File: src/rtl/sap1_control_sequencer.sv
//============================================================================
// Module      : sap1_control_sequencer
// Description : SAP-1 control sequencer. A one-hot six-state ring counter
//               (T1..T6) plus an opcode decoder that produces the control
//               word for PC, MAR, RAM, IR, accumulator, B register,
//               adder/subtractor and output register.
//
// Ports       : clk     - system clock, rising edge
//               reset   - synchronous reset, active-low
//               opcode  - IR upper nibble (LDA=0 ADD=1 SUB=2 OUT=E HLT=F)
//               tstate  - one-hot ring state, bit0=T1 .. bit5=T6
//               halt    - sticky halted flag, cleared only by reset
//               Cp, Ep, nLm, nCE, nLi, nEi, nLa, Ea, Su, Eu, nLb, nLo
//                       - control word (n-prefixed signals are active-low)
//
// Config      : SAP1_SKIP_NOP_EN - when defined, instructions end right
//               after their last active state (LDA 5, OUT 4, NOP 3 clocks);
//               otherwise every instruction takes six clocks.
//
// Revision    : 1.0 - initial release
//============================================================================
`default_nettype none

module sap1_control_sequencer (
  input  logic       clk,
  input  logic       reset,
  input  logic [3:0] opcode,
  output logic [5:0] tstate,
  output logic       halt,
  output logic       Cp,
  output logic       Ep,
  output logic       nLm,
  output logic       nCE,
  output logic       nLi,
  output logic       nEi,
  output logic       nLa,
  output logic       Ea,
  output logic       Su,
  output logic       Eu,
  output logic       nLb,
  output logic       nLo
);

  localparam logic [3:0] c_op_lda = 4'h0;
  localparam logic [3:0] c_op_add = 4'h1;
  localparam logic [3:0] c_op_sub = 4'h2;
  localparam logic [3:0] c_op_out = 4'hE;
  localparam logic [3:0] c_op_hlt = 4'hF;

  typedef enum logic [5:0] {
    T1 = 6'b000001,
    T2 = 6'b000010,
    T3 = 6'b000100,
    T4 = 6'b001000,
    T5 = 6'b010000,
    T6 = 6'b100000
  } tstate_t;

  tstate_t r_state;
  tstate_t w_state_next;
  logic    r_halt;
  logic    w_halt_next;

`ifdef SAP1_SKIP_NOP_EN
  logic w_is_nop;
  assign w_is_nop = (opcode != c_op_lda) && (opcode != c_op_add) &&
                    (opcode != c_op_sub) && (opcode != c_op_out) &&
                    (opcode != c_op_hlt);
`endif

  // State register: reset dominates everything else.
  always_ff @(posedge clk) begin
    if (!reset) begin
      r_state <= T1;
      r_halt  <= 1'b0;
    end else begin
      r_state <= w_state_next;
      r_halt  <= w_halt_next;
    end
  end

  // Next-state logic. Illegal (non-one-hot) codes fall into the default
  // branch and recover to T1 even when halted.
  always_comb begin
    w_state_next = r_state;
    w_halt_next  = r_halt;
    case (r_state)
      T1: if (!r_halt) w_state_next = T2;
      T2: if (!r_halt) w_state_next = T3;
      T3: begin
        if (!r_halt) begin
`ifdef SAP1_SKIP_NOP_EN
          w_state_next = w_is_nop ? T1 : T4;
`else
          w_state_next = T4;
`endif
        end
      end
      T4: begin
        if (!r_halt) begin
          if (opcode == c_op_hlt) begin
            // Freeze in T4; halt is sticky until reset.
            w_halt_next  = 1'b1;
            w_state_next = T4;
          end else begin
`ifdef SAP1_SKIP_NOP_EN
            w_state_next = (opcode == c_op_out) ? T1 : T5;
`else
            w_state_next = T5;
`endif
          end
        end
      end
      T5: begin
        if (!r_halt) begin
`ifdef SAP1_SKIP_NOP_EN
          w_state_next = (opcode == c_op_lda) ? T1 : T6;
`else
          w_state_next = T6;
`endif
        end
      end
      T6:      if (!r_halt) w_state_next = T1;
      default: w_state_next = T1;
    endcase
  end

  // Control word decode. Everything starts inactive; a halted machine
  // keeps it that way regardless of ring state.
  always_comb begin
    Cp  = 1'b0;
    Ep  = 1'b0;
    nLm = 1'b1;
    nCE = 1'b1;
    nLi = 1'b1;
    nEi = 1'b1;
    nLa = 1'b1;
    Ea  = 1'b0;
    Su  = 1'b0;
    Eu  = 1'b0;
    nLb = 1'b1;
    nLo = 1'b1;
    if (!r_halt) begin
      case (r_state)
        T1: begin
          Ep  = 1'b1;
          nLm = 1'b0;
        end
        T2: Cp = 1'b1;
        T3: begin
          nCE = 1'b0;
          nLi = 1'b0;
        end
        T4: begin
          if ((opcode == c_op_lda) || (opcode == c_op_add) ||
              (opcode == c_op_sub)) begin
            nEi = 1'b0;
            nLm = 1'b0;
          end else if (opcode == c_op_out) begin
            Ea  = 1'b1;
            nLo = 1'b0;
          end
        end
        T5: begin
          if (opcode == c_op_lda) begin
            nCE = 1'b0;
            nLa = 1'b0;
          end else if ((opcode == c_op_add) || (opcode == c_op_sub)) begin
            nCE = 1'b0;
            nLb = 1'b0;
          end
        end
        T6: begin
          if ((opcode == c_op_add) || (opcode == c_op_sub)) begin
            Eu  = 1'b1;
            nLa = 1'b0;
            Su  = (opcode == c_op_sub);
          end
        end
        default: ;
      endcase
    end
  end

  assign tstate = r_state;
  assign halt   = r_halt;

endmodule

`default_nettype wire

File: config.mk
export PLATFORM = sky130hd
export DESIGN_NAME = sap1_control_sequencer
export DESIGN_NICKNAME = d
export VERILOG_FILES = /design/src/rtl/sap1_control_sequencer.sv
export SDC_FILE = /design/constraint.sdc
export NUM_CORES = 1
export LEC_CHECK = 0
export ABC_AREA = 0
export BUFFER_PORTS_ARGS = -buffer_cell sky130_fd_sc_hd__buf_2
export CAP_MARGIN = 0
export CORE_MARGIN = 3
export CORE_UTILIZATION = 30
export CTS_BUF_LIST = sky130_fd_sc_hd__clkbuf_4 sky130_fd_sc_hd__clkbuf_8 sky130_fd_sc_hd__clkbuf_16
export CTS_CLUSTER_DIAMETER = 80
export DETAILED_ROUTE_END_ITERATION = 7
export PLACE_DENSITY_LB_ADDON = 0.25
export SYNTH_ARGS = -nofsm -noshare
export SYNTH_HDL_FRONTEND = slang
export SYNTH_SLANG_ARGS = --single-unit
File: constraint.sdc
create_clock -name clk -period 1.4 [get_ports clk]
set_input_delay 0.28 -clock clk [delete_from_list [all_inputs] [get_ports clk]]
set_output_delay 0.28 -clock clk [all_outputs]
set_load 0.05 [all_outputs]
==> results of run 1 <==
==> worst max-delay path, cell delays in order (launching register included) <==
cell and delay, ps:
dfxtp_4 360, nor4_4 370, nand3_1 150, a21oi_2 210, o21ai_4 60, buf_6 150
==> cells in the final DEF (no fill, tap or decap), drive strengths merged, types with 4 or more instances in the layout <==
master,synthesis,layout
buf,4,59
nor2,11,11
nand3,9,9
nand2,8,8
dfxtp,7,7
o21ai,5,5
xor2,4,4
clkbuf,2,4
nor3,4,4
==> state kept, by name, indices dropped and copies added (netlist names) <==
name and flops:
tstate 6, halt 1
==> what timing repair did <==
action                                 CTS  global route
hold buffers                             0             0
resized for setup                       27            18
setup buffers                            5             5
setup endpoints to repair               12            16
endpoints found under the hold margin    0             0
pin swaps                               12             9
==> per-stage QoR <==
stage                     instance area, um^2  utilization (%)
after floorplan                           833                -
after global placement                   1120             56.2
after detailed placement                 1120             56.2
after CTS                                1270             63.7
after global routing                     1360             67.8
final                                    1360             67.8
==> routing by layer <==
metal  routed length, um  share of wire, %  up-vias
li1                    -                 -      425
met1                 972                42      414
met2                1220                53       21
met3                 108               4.7        2
met4                   9              0.39        0
met5                   0                 0        -
==> final timing paths <==
kind / slack (ps) / end / startpoint
max: -420 / nLa / tstate[2]
min: 280 / tstate[0] / reset
max reg2reg: -120 / tstate[3] / tstate[0]
min reg2reg: 650 / tstate[3] / tstate[3]
==> cell type report <==
cell class | count | area share, %
Timing Repair Buffer | 59 | 36.3
Clock buffer | 4 | 2.21
Sequential cell | 7 | 12.3
Inverter | 2 | 0.554
Tap cell | 27 | 2.49
Multi-Input combinational cell | 71 | 46.2
==> logic make-up (layout without fill, tap and decap cells) <==
logic type | after synthesis | after routing
AND/OR/NAND/NOR | 52 | 52
AO/OA/AOI/OAI | 14 | 14
buffers and inverters | 8 | 65
flip-flops | 7 | 7
XOR/XNOR | 4 | 4
multiplexers | 1 | 1
==> power by group through the flow <==
stage / logic [W] / registers [W] / clock network, W
final: 0.000479 / 0.000234 / 0.000204
after global placement: 0.000395 / 0.000236 / 0
after floorplan: 0.000246 / 0.000263 / 0
after global routing: 0.000506 / 0.000237 / 0.000221
after CTS: 0.000444 / 0.000231 / 0.000212
after detailed placement: 0.000397 / 0.000236 / 0
==> flow_summary.html, run 1 <==
<table>
<tr><th>Metric</th><th>Value</th></tr>
<tr><th colspan="2">Status</th></tr>
<tr><td>Run status</td><td>complete, but fails checks</td></tr>
<tr><td>Violated checks</td><td>negative setup slack</td></tr>
<tr><th colspan="2">STA</th></tr>
<tr><td>Fmax</td><td>549 MHz</td></tr>
<tr><td>Clock period minus final worst setup slack</td><td>approximately 1800 ps</td></tr>
<tr><td>Worst Slack Setup Final</td><td>-422 ps</td></tr>
<tr><td>Part of the cycle the worst path needs</td><td>130%</td></tr>
<tr><td>Hold Fails Final Rpt</td><td>0</td></tr>
<tr><td>Final hold slack</td><td>284 ps</td></tr>
<tr><td>Setup TNS after final layout</td><td>-4230 ps</td></tr>
<tr><td>Final setup violating endpoints</td><td>13</td></tr>
<tr><td>Slew at the pin closest to its max-slew limit</td><td>317 ps</td></tr>
<tr><td>RSZ-0062 raised after global routing</td><td>true</td></tr>
<tr><td>Relative slew slack</td><td>78.7%</td></tr>
<tr><td>Largest clock skew in the final design</td><td>~0.63 ps</td></tr>
<tr><td>Final count of pins violating max slew</td><td>0</td></tr>
<tr><th colspan="2">Synth</th></tr>
<tr><td>Leading post-synthesis cells by cell area</td><td>dfxtp_1, nand3_1, xor2_1</td></tr>
<tr><td>Number of different library cells in the post-synthesis netlist</td><td>35</td></tr>
<tr><td>Async SR Flop Fraction</td><td>0%</td></tr>
<tr><td>Dominant cell type by area after synthesis</td><td>dfxtp_1</td></tr>
<tr><td>Compound-cell area share of the yosys netlist</td><td>14.6%</td></tr>
<tr><td>Count of flip-flops with a built-in enable after synthesis</td><td>0</td></tr>
<tr><td>Adder and majority gate portion of the synthesized area</td><td>0%</td></tr>
<tr><td>Combinational family with the most area after synthesis</td><td>simple AND/OR/NAND/NOR gates</td></tr>
<tr><td>Xor/xnor cell area share of the yosys netlist</td><td>5.38%</td></tr>
<tr><td>Sequential-to-total area share from yosys stat</td><td>21.5%</td></tr>
<tr><td>Avg Synthesized Cell Area</td><td>7.57 um^2</td></tr>
<tr><td>Fraction of synthesized cell area taken by the top area cell type</td><td>21.5%</td></tr>
<tr><td>Ranking of synthesized cells by instance count</td><td>nand3_1, nor2_1, nand2_1</td></tr>
<tr><td>Net count of the mapped netlist</td><td>92</td></tr>
<tr><td>#FFs+latches synth</td><td>7</td></tr>
<tr><td>Post-synthesis share of cell area spent on and, or, nand and nor gates</td><td>roughly half</td></tr>
<tr><td>Synthesis Warnings</td><td>0</td></tr>
<tr><td>Post-synthesis mux area share</td><td>1.54%</td></tr>
<tr><td>Cell area after synthesis</td><td>651 um^2</td></tr>
<tr><td>Number of cells produced by synthesis</td><td>86</td></tr>
<tr><td>Predominant post-synthesis flop cell</td><td>dfxtp_1</td></tr>
<tr><th colspan="2">Power and ir drop</th></tr>
<tr><td>Maximum vdd drop</td><td>0.555 mV</td></tr>
<tr><td>Leakage power summed over all cells</td><td>0.561 nW</td></tr>
<tr><td>Sequential fraction of design power</td><td>25.6%</td></tr>
<tr><td>Switching part of the total power</td><td>40.2%</td></tr>
<tr><td>Part of the power in combinational logic</td><td>roughly 52%</td></tr>
<tr><td>Power spent charging and discharging nets</td><td>0.000369 W</td></tr>
<tr><td>Internal Dissipation</td><td>0.000549 W</td></tr>
<tr><td>Total power</td><td>0.000917 W</td></tr>
<tr><td>Clock network fraction of design power</td><td>between 20% and 30%</td></tr>
<tr><td>Pwr per Cell Area</td><td>676 nW/um^2</td></tr>
<tr><th colspan="2">Worst setup path</th></tr>
<tr><td>Count of cells along the worst register-to-register path</td><td>8</td></tr>
<tr><td>Data required time of the critical path</td><td>1120 ps</td></tr>
<tr><td>Startpoint class of the critical path</td><td>register</td></tr>
<tr><td>Critical path class</td><td>register to output pin</td></tr>
<tr><td>Type of destination of the critical path</td><td>output pin</td></tr>
<tr><td>Worst-path fanout max</td><td>4</td></tr>
<tr><td>Data arrival, critical path</td><td>1540 ps</td></tr>
<tr><th colspan="2">CTS</th></tr>
<tr><td>Clock tree from TritonCTS</td><td>built</td></tr>
<tr><td>Clk pin slew, worst setup/hold paths</td><td>50 ps</td></tr>
<tr><td>Worst-Skew Late Latency</td><td>roughly 250 ps</td></tr>
<tr><td>Cts bufs inserted</td><td>3</td></tr>
<tr><td>Maximum clock insertion buffer count</td><td>2</td></tr>
<tr><td>Root Buffer Master</td><td>clkbuf_4</td></tr>
<tr><td>Number of H-tree branching levels</td><td>1</td></tr>
<tr><td>Sink Count</td><td>7</td></tr>
<tr><th colspan="2">GRT</th></tr>
<tr><td>GRT met2 Usage</td><td>between 20% and 30%</td></tr>
<tr><td>Global-route congestion overflow total</td><td>0</td></tr>
<tr><td>Number of antenna violations at the first check in global routing</td><td>0</td></tr>
<tr><td>Peak-usage layer in the global routing report</td><td>met2</td></tr>
<tr><td>Global-route wire length before repair</td><td>3.64 mm</td></tr>
<tr><td>Overall fraction of global-route tracks in use</td><td>17.9%</td></tr>
<tr><td>Met3 Usage GRT</td><td>5.13%</td></tr>
<tr><td>Largest net degree at the start of global routing</td><td>10</td></tr>
<tr><td>Fraction of met1 tracks used by global routing</td><td>between 20% and 30%</td></tr>
<tr><td>Vias in the first global route</td><td>825</td></tr>
<tr><th colspan="2">Layout</th></tr>
<tr><td>FILL cells</td><td>158</td></tr>
<tr><td>Antenna Diode Count</td><td>0</td></tr>
<tr><td>Area of the multi-input gates</td><td>627 um^2</td></tr>
<tr><td>Area growth, synth to finish</td><td>108%</td></tr>
<tr><td>Count of nets after finishing</td><td>150</td></tr>
<tr><td>Fin cells</td><td>170</td></tr>
<tr><td>Register area</td><td>166 um^2</td></tr>
<tr><td>Proportion of layout cells with a drive suffix above 1</td><td>69.2%</td></tr>
<tr><th colspan="2">Place</th></tr>
<tr><td>Placed wire-length estimate</td><td>about 1.6 mm</td></tr>
<tr><td>Placed Cells incl. Taps</td><td>158</td></tr>
<tr><td>Placer Congestion</td><td>0.808</td></tr>
<tr><td>Number of port buffers</td><td>24</td></tr>
<tr><td>Placement-stage worst setup slack</td><td>-236 ps</td></tr>
<tr><th colspan="2">Detailed routing</th></tr>
<tr><td>Vias per inst</td><td>between 5 and 6</td></tr>
<tr><td>Starting DRC count in detailed routing</td><td>17</td></tr>
<tr><td>First-pass DRT Iterations</td><td>4</td></tr>
<tr><td>Detailed-route DRC error count</td><td>0</td></tr>
<tr><td>Post-detailed-route wirelength per cell</td><td>between 10 and 15 um</td></tr>
<tr><td>Antenna Violating Nets Remaining</td><td>0</td></tr>
<tr><td>Total wire length</td><td>2.31 mm</td></tr>
<tr><td>Vias after detailed routing</td><td>862</td></tr>
<tr><th colspan="2">Die</th></tr>
<tr><td>Total Die Area</td><td>2760 um^2</td></tr>
<tr><td>Io pins</td><td>25</td></tr>
<tr><td>Floorplan Core Area</td><td>2000 um^2</td></tr>
<tr><td>Horizontal extent of the die</td><td>52.6 um</td></tr>
<tr><td>Die Ht</td><td>52.6 um</td></tr>
<tr><td>Initial cell density of the core</td><td>32.5%</td></tr>
<tr><td>Placement row count</td><td>16</td></tr>
<tr><th colspan="2">Worst hold path</th></tr>
<tr><td>Hold Path Class</td><td>input port to register</td></tr>
<tr><td>Number of cells on the worst hold path</td><td>2</td></tr>
<tr><th colspan="2">Job</th></tr>
<tr><td>Max-cap viol count</td><td>0</td></tr>
</table>
No activity file was read; power rests on OpenSTA's default activity.
==> run 2, diff against run 1 <==
--- a/config.mk
+++ b/config.mk
@@ -14,6 +14,7 @@
 export CTS_CLUSTER_DIAMETER = 80
 export DETAILED_ROUTE_END_ITERATION = 7
 export PLACE_DENSITY_LB_ADDON = 0.25
+export RECOVER_POWER = 100
 export SYNTH_ARGS = -nofsm -noshare
 export SYNTH_HDL_FRONTEND = slang
 export SYNTH_SLANG_ARGS = --single-unit
==> run 2 against run 1 <==
  * Largest power group unchanged
  * Design area is 0.28% lower
  * Core utilization down 0.19 points
  * The flow still finishes with violations (negative setup slack)
  * First-iteration DRC count grew 5.9%
  * Critical path depth unchanged
==> flow_summary.html, run 2 (synthesis gave the netlist of run 1 again) <==
<table>
<tr><th>Metric</th><th>Value</th></tr>
<tr><th colspan="2">Status</th></tr>
<tr><td>Run status</td><td>complete, but fails checks (unchanged)</td></tr>
<tr><td>Violated checks</td><td>negative setup slack (unchanged)</td></tr>
<tr><th colspan="2">CTS</th></tr>
<tr><td>Clk pin slew, worst setup/hold paths</td><td>50 ps (about the same)</td></tr>
<tr><td>Clock tree from TritonCTS</td><td>built (unchanged)</td></tr>
<tr><td>Maximum clock insertion buffer count</td><td>2 (unchanged)</td></tr>
<tr><td>Number of buffers added to fix hold violations after cts</td><td>0 (unchanged)</td></tr>
<tr><td>Sink Count</td><td>7 (unchanged)</td></tr>
<tr><td>Root Buffer Master</td><td>clkbuf_4 (unchanged)</td></tr>
<tr><td>Cts bufs inserted</td><td>3 (unchanged)</td></tr>
<tr><td>Worst-Skew Late Latency</td><td>250 ps (about the same)</td></tr>
<tr><td>Number of H-tree branching levels</td><td>1 (unchanged)</td></tr>
<tr><th colspan="2">Power and ir drop</th></tr>
<tr><td>Leakage power summed over all cells</td><td>0.558 nW (was 0.561 nW)</td></tr>
<tr><td>Total power</td><td>0.000917 W (about the same)</td></tr>
<tr><td>Maximum vdd drop</td><td>0.553 mV (was 0.555 mV)</td></tr>
<tr><td>Pwr per Cell Area</td><td>678 nW/um^2 (was 676 nW/um^2)</td></tr>
<tr><th colspan="2">STA</th></tr>
<tr><td>Largest clock skew in the final design</td><td>0.301 ps (was 0.628 ps)</td></tr>
<tr><td>Relative slew slack</td><td>78.9% (was 78.7%)</td></tr>
<tr><td>Slew at the pin closest to its max-slew limit</td><td>313 ps (was 317 ps)</td></tr>
<tr><td>Hold Fails Final Rpt</td><td>0 (unchanged)</td></tr>
<tr><td>RSZ-0062 raised after global routing</td><td>true (unchanged)</td></tr>
<tr><td>Final count of pins violating max slew</td><td>0 (unchanged)</td></tr>
<tr><td>Clock period minus final worst setup slack</td><td>1820 ps (about the same)</td></tr>
<tr><td>Final hold slack</td><td>283 ps (was 284 ps)</td></tr>
<tr><td>Worst Slack Setup Final</td><td>-419 ps (was -422 ps)</td></tr>
<tr><td>Part of the cycle the worst path needs</td><td>130% (about the same)</td></tr>
<tr><td>Fmax</td><td>550 MHz (was 549 MHz)</td></tr>
<tr><td>Final setup violating endpoints</td><td>13 (unchanged)</td></tr>
<tr><th colspan="2">Layout</th></tr>
<tr><td>Fraction of the core area covered by cells at the end of the flow</td><td>67.6% (was 67.8%)</td></tr>
<tr><td>Fin cells</td><td>170 (unchanged)</td></tr>
<tr><td>Flip-flop count of the largest register after layout</td><td>6 (unchanged)</td></tr>
<tr><td>Count of nets after finishing</td><td>150 (unchanged)</td></tr>
<tr><td>FILL cells</td><td>160 (was 158)</td></tr>
<tr><td>Final standard cell area without fillers</td><td>1350 um^2 (was 1360 um^2)</td></tr>
<tr><td>Antenna Diode Count</td><td>0 (unchanged)</td></tr>
<tr><td>Proportion of layout cells with a drive suffix above 1</td><td>69.2% (unchanged)</td></tr>
<tr><td>Area growth, synth to finish</td><td>108% (about the same)</td></tr>
<tr><td>Top library cells by usage in the layout, fill and taps aside</td><td>buf_4, buf_6, nand2_1, dfxtp_4, buf_2 (was buf_4, buf_2, buf_6)</td></tr>
<tr><td>Most common cell after layout, fill and taps aside</td><td>buf_4 (unchanged)</td></tr>
<tr><th colspan="2">GRT</th></tr>
<tr><td>Peak-usage layer in the global routing report</td><td>met2 (unchanged)</td></tr>
<tr><td>Fraction of met1 tracks used by global routing</td><td>23.1% (unchanged)</td></tr>
<tr><td>Global-route wire length before repair</td><td>3.64 mm (unchanged)</td></tr>
<tr><td>Overall fraction of global-route tracks in use</td><td>17.9% (unchanged)</td></tr>
<tr><td>Largest net degree at the start of global routing</td><td>10 (unchanged)</td></tr>
<tr><td>GRT met2 Usage</td><td>29.3% (unchanged)</td></tr>
<tr><td>Number of antenna violations at the first check in global routing</td><td>0 (unchanged)</td></tr>
<tr><td>Vias in the first global route</td><td>825 (unchanged)</td></tr>
<tr><td>Met3 Usage GRT</td><td>5.13% (unchanged)</td></tr>
<tr><td>Global-route congestion overflow total</td><td>0 (unchanged)</td></tr>
<tr><th colspan="2">Die</th></tr>
<tr><td>Io pins</td><td>25 (unchanged)</td></tr>
<tr><td>Die Ht</td><td>52.6 um (unchanged)</td></tr>
<tr><td>Placement row count</td><td>16 (unchanged)</td></tr>
<tr><td>Total Die Area</td><td>2760 um^2 (unchanged)</td></tr>
<tr><td>Horizontal extent of the die</td><td>52.6 um (unchanged)</td></tr>
<tr><td>Initial cell density of the core</td><td>32.5% (unchanged)</td></tr>
<tr><td>Floorplan Core Area</td><td>2000 um^2 (unchanged)</td></tr>
<tr><th colspan="2">Worst setup path</th></tr>
<tr><td>Worst path bufs/invs</td><td>1 (unchanged)</td></tr>
<tr><td>Worst path top cell family by delay</td><td>simple AND/OR/NAND/NOR gates (unchanged)</td></tr>
<tr><td>Critical path class</td><td>register to output pin (unchanged)</td></tr>
<tr><td>Data required time of the critical path</td><td>1120 ps (about the same)</td></tr>
<tr><td>Startpoint class of the critical path</td><td>register (unchanged)</td></tr>
<tr><td>Cell-by-cell trace of the critical path</td><td>nor4b_4, and2_4, a31oi_1, or2_1, buf_6 (was nor4_4, nand3_1, a21oi_2, o21ai_4, buf_6)</td></tr>
<tr><td>Worst-path fanout max</td><td>5 (was 4)</td></tr>
<tr><td>CP peak stage delay</td><td>380 ps (was 370 ps)</td></tr>
<tr><td>Type of destination of the critical path</td><td>output pin (unchanged)</td></tr>
<tr><td>Data arrival, critical path</td><td>1540 ps (about the same)</td></tr>
<tr><td>Critical path's slowest cell</td><td>dfxtp_4 (was nor4_4)</td></tr>
<tr><th colspan="2">Detailed routing</th></tr>
<tr><td>Total wire length</td><td>2.31 mm (about the same)</td></tr>
<tr><td>Vias per inst</td><td>5.06 (was 5.07)</td></tr>
<tr><td>First-pass DRT Iterations</td><td>4 (unchanged)</td></tr>
<tr><td>Starting DRC count in detailed routing</td><td>18 (was 17)</td></tr>
<tr><td>Detailed-route DRC error count</td><td>0 (unchanged)</td></tr>
<tr><td>Post-detailed-route wirelength per cell</td><td>13.6 um (about the same)</td></tr>
<tr><td>Antenna Violating Nets Remaining</td><td>0 (unchanged)</td></tr>
<tr><td>Vias after detailed routing</td><td>860 (was 862)</td></tr>
<tr><th colspan="2">Place</th></tr>
<tr><td>Placer Congestion</td><td>0.808 (unchanged)</td></tr>
<tr><td>Number of port buffers</td><td>24 (unchanged)</td></tr>
<tr><td>Placed Cells incl. Taps</td><td>158 (unchanged)</td></tr>
<tr><td>Placed wire-length estimate</td><td>1.62 mm (unchanged)</td></tr>
<tr><td>Area after DPL</td><td>1120 um^2 (unchanged)</td></tr>
<tr><th colspan="2">Job</th></tr>
<tr><td>Max-cap viol count</td><td>0 (unchanged)</td></tr>
<tr><th colspan="2">Worst hold path</th></tr>
<tr><td>Hold Path Class</td><td>input port to register (unchanged)</td></tr>
</table>
-- run 2: worst register-to-register path, delay by kind of cell, from the launching register on --
kind / cells / cell delay [ps]
buffers and inverters: 4 / 490
flip-flops: 1 / 410
AO/OA/AOI/OAI: 2 / 350
multiplexers: 1 / 120
AND/OR/NAND/NOR: 1 / 30
-- run 2: layout make-up --
class	count	area, um^2	share of cell area [%]
Multi-Input combinational cell	71	623	46.1
Tap cell	27	33.8	2.50
Sequential cell	7	166	12.3
Timing Repair Buffer	59	492	36.4
Inverter	2	7.51	0.555
Clock buffer	4	30.0	2.22
-- run 2: where the power goes --
| group | switching (W) | leakage, nW | internal, W |
|---|---|---|---|
| clock | 0.0000763 | 0.0184 | 0.000128 |
| combinational | 0.000265 | 0.478 | 0.000213 |
| sequential | 0.0000275 | 0.0618 | 0.000207 |
-- run 2: timing repair --
action	in CTS	in global routing
setup buffers	5	5
endpoints found under the setup margin	12	16
pin swaps	12	9
cloned	0	0
resized for setup	27	18
-- run 2: path summary, 6_finish.rpt --
check	endpoint	from	slack, ps	depth (start not counted)
hold / removal	tstate[0]	reset	280	2
setup / recovery	nCE	tstate[0]	-420	5
setup reg to reg	tstate[3]	tstate[0]	-120	8
hold reg to reg	tstate[3]	tstate[3]	650	3
-- run 2: through the flow --
stage,setup slack (ps),setup TNS [ps]
CTS,-474,-4650
floorplan,-585,-3520
global placement,-223,-1710
global route,-506,-5180
detailed placement,-236,-1780
finish,-419,-4290
-- run 2: layer usage --
metal  up-vias  share of wire [%]
met4         0               0.39
met2        19                 53
met1       415                 42
met5         -                  0
met3         2                4.5
li1        424                  -
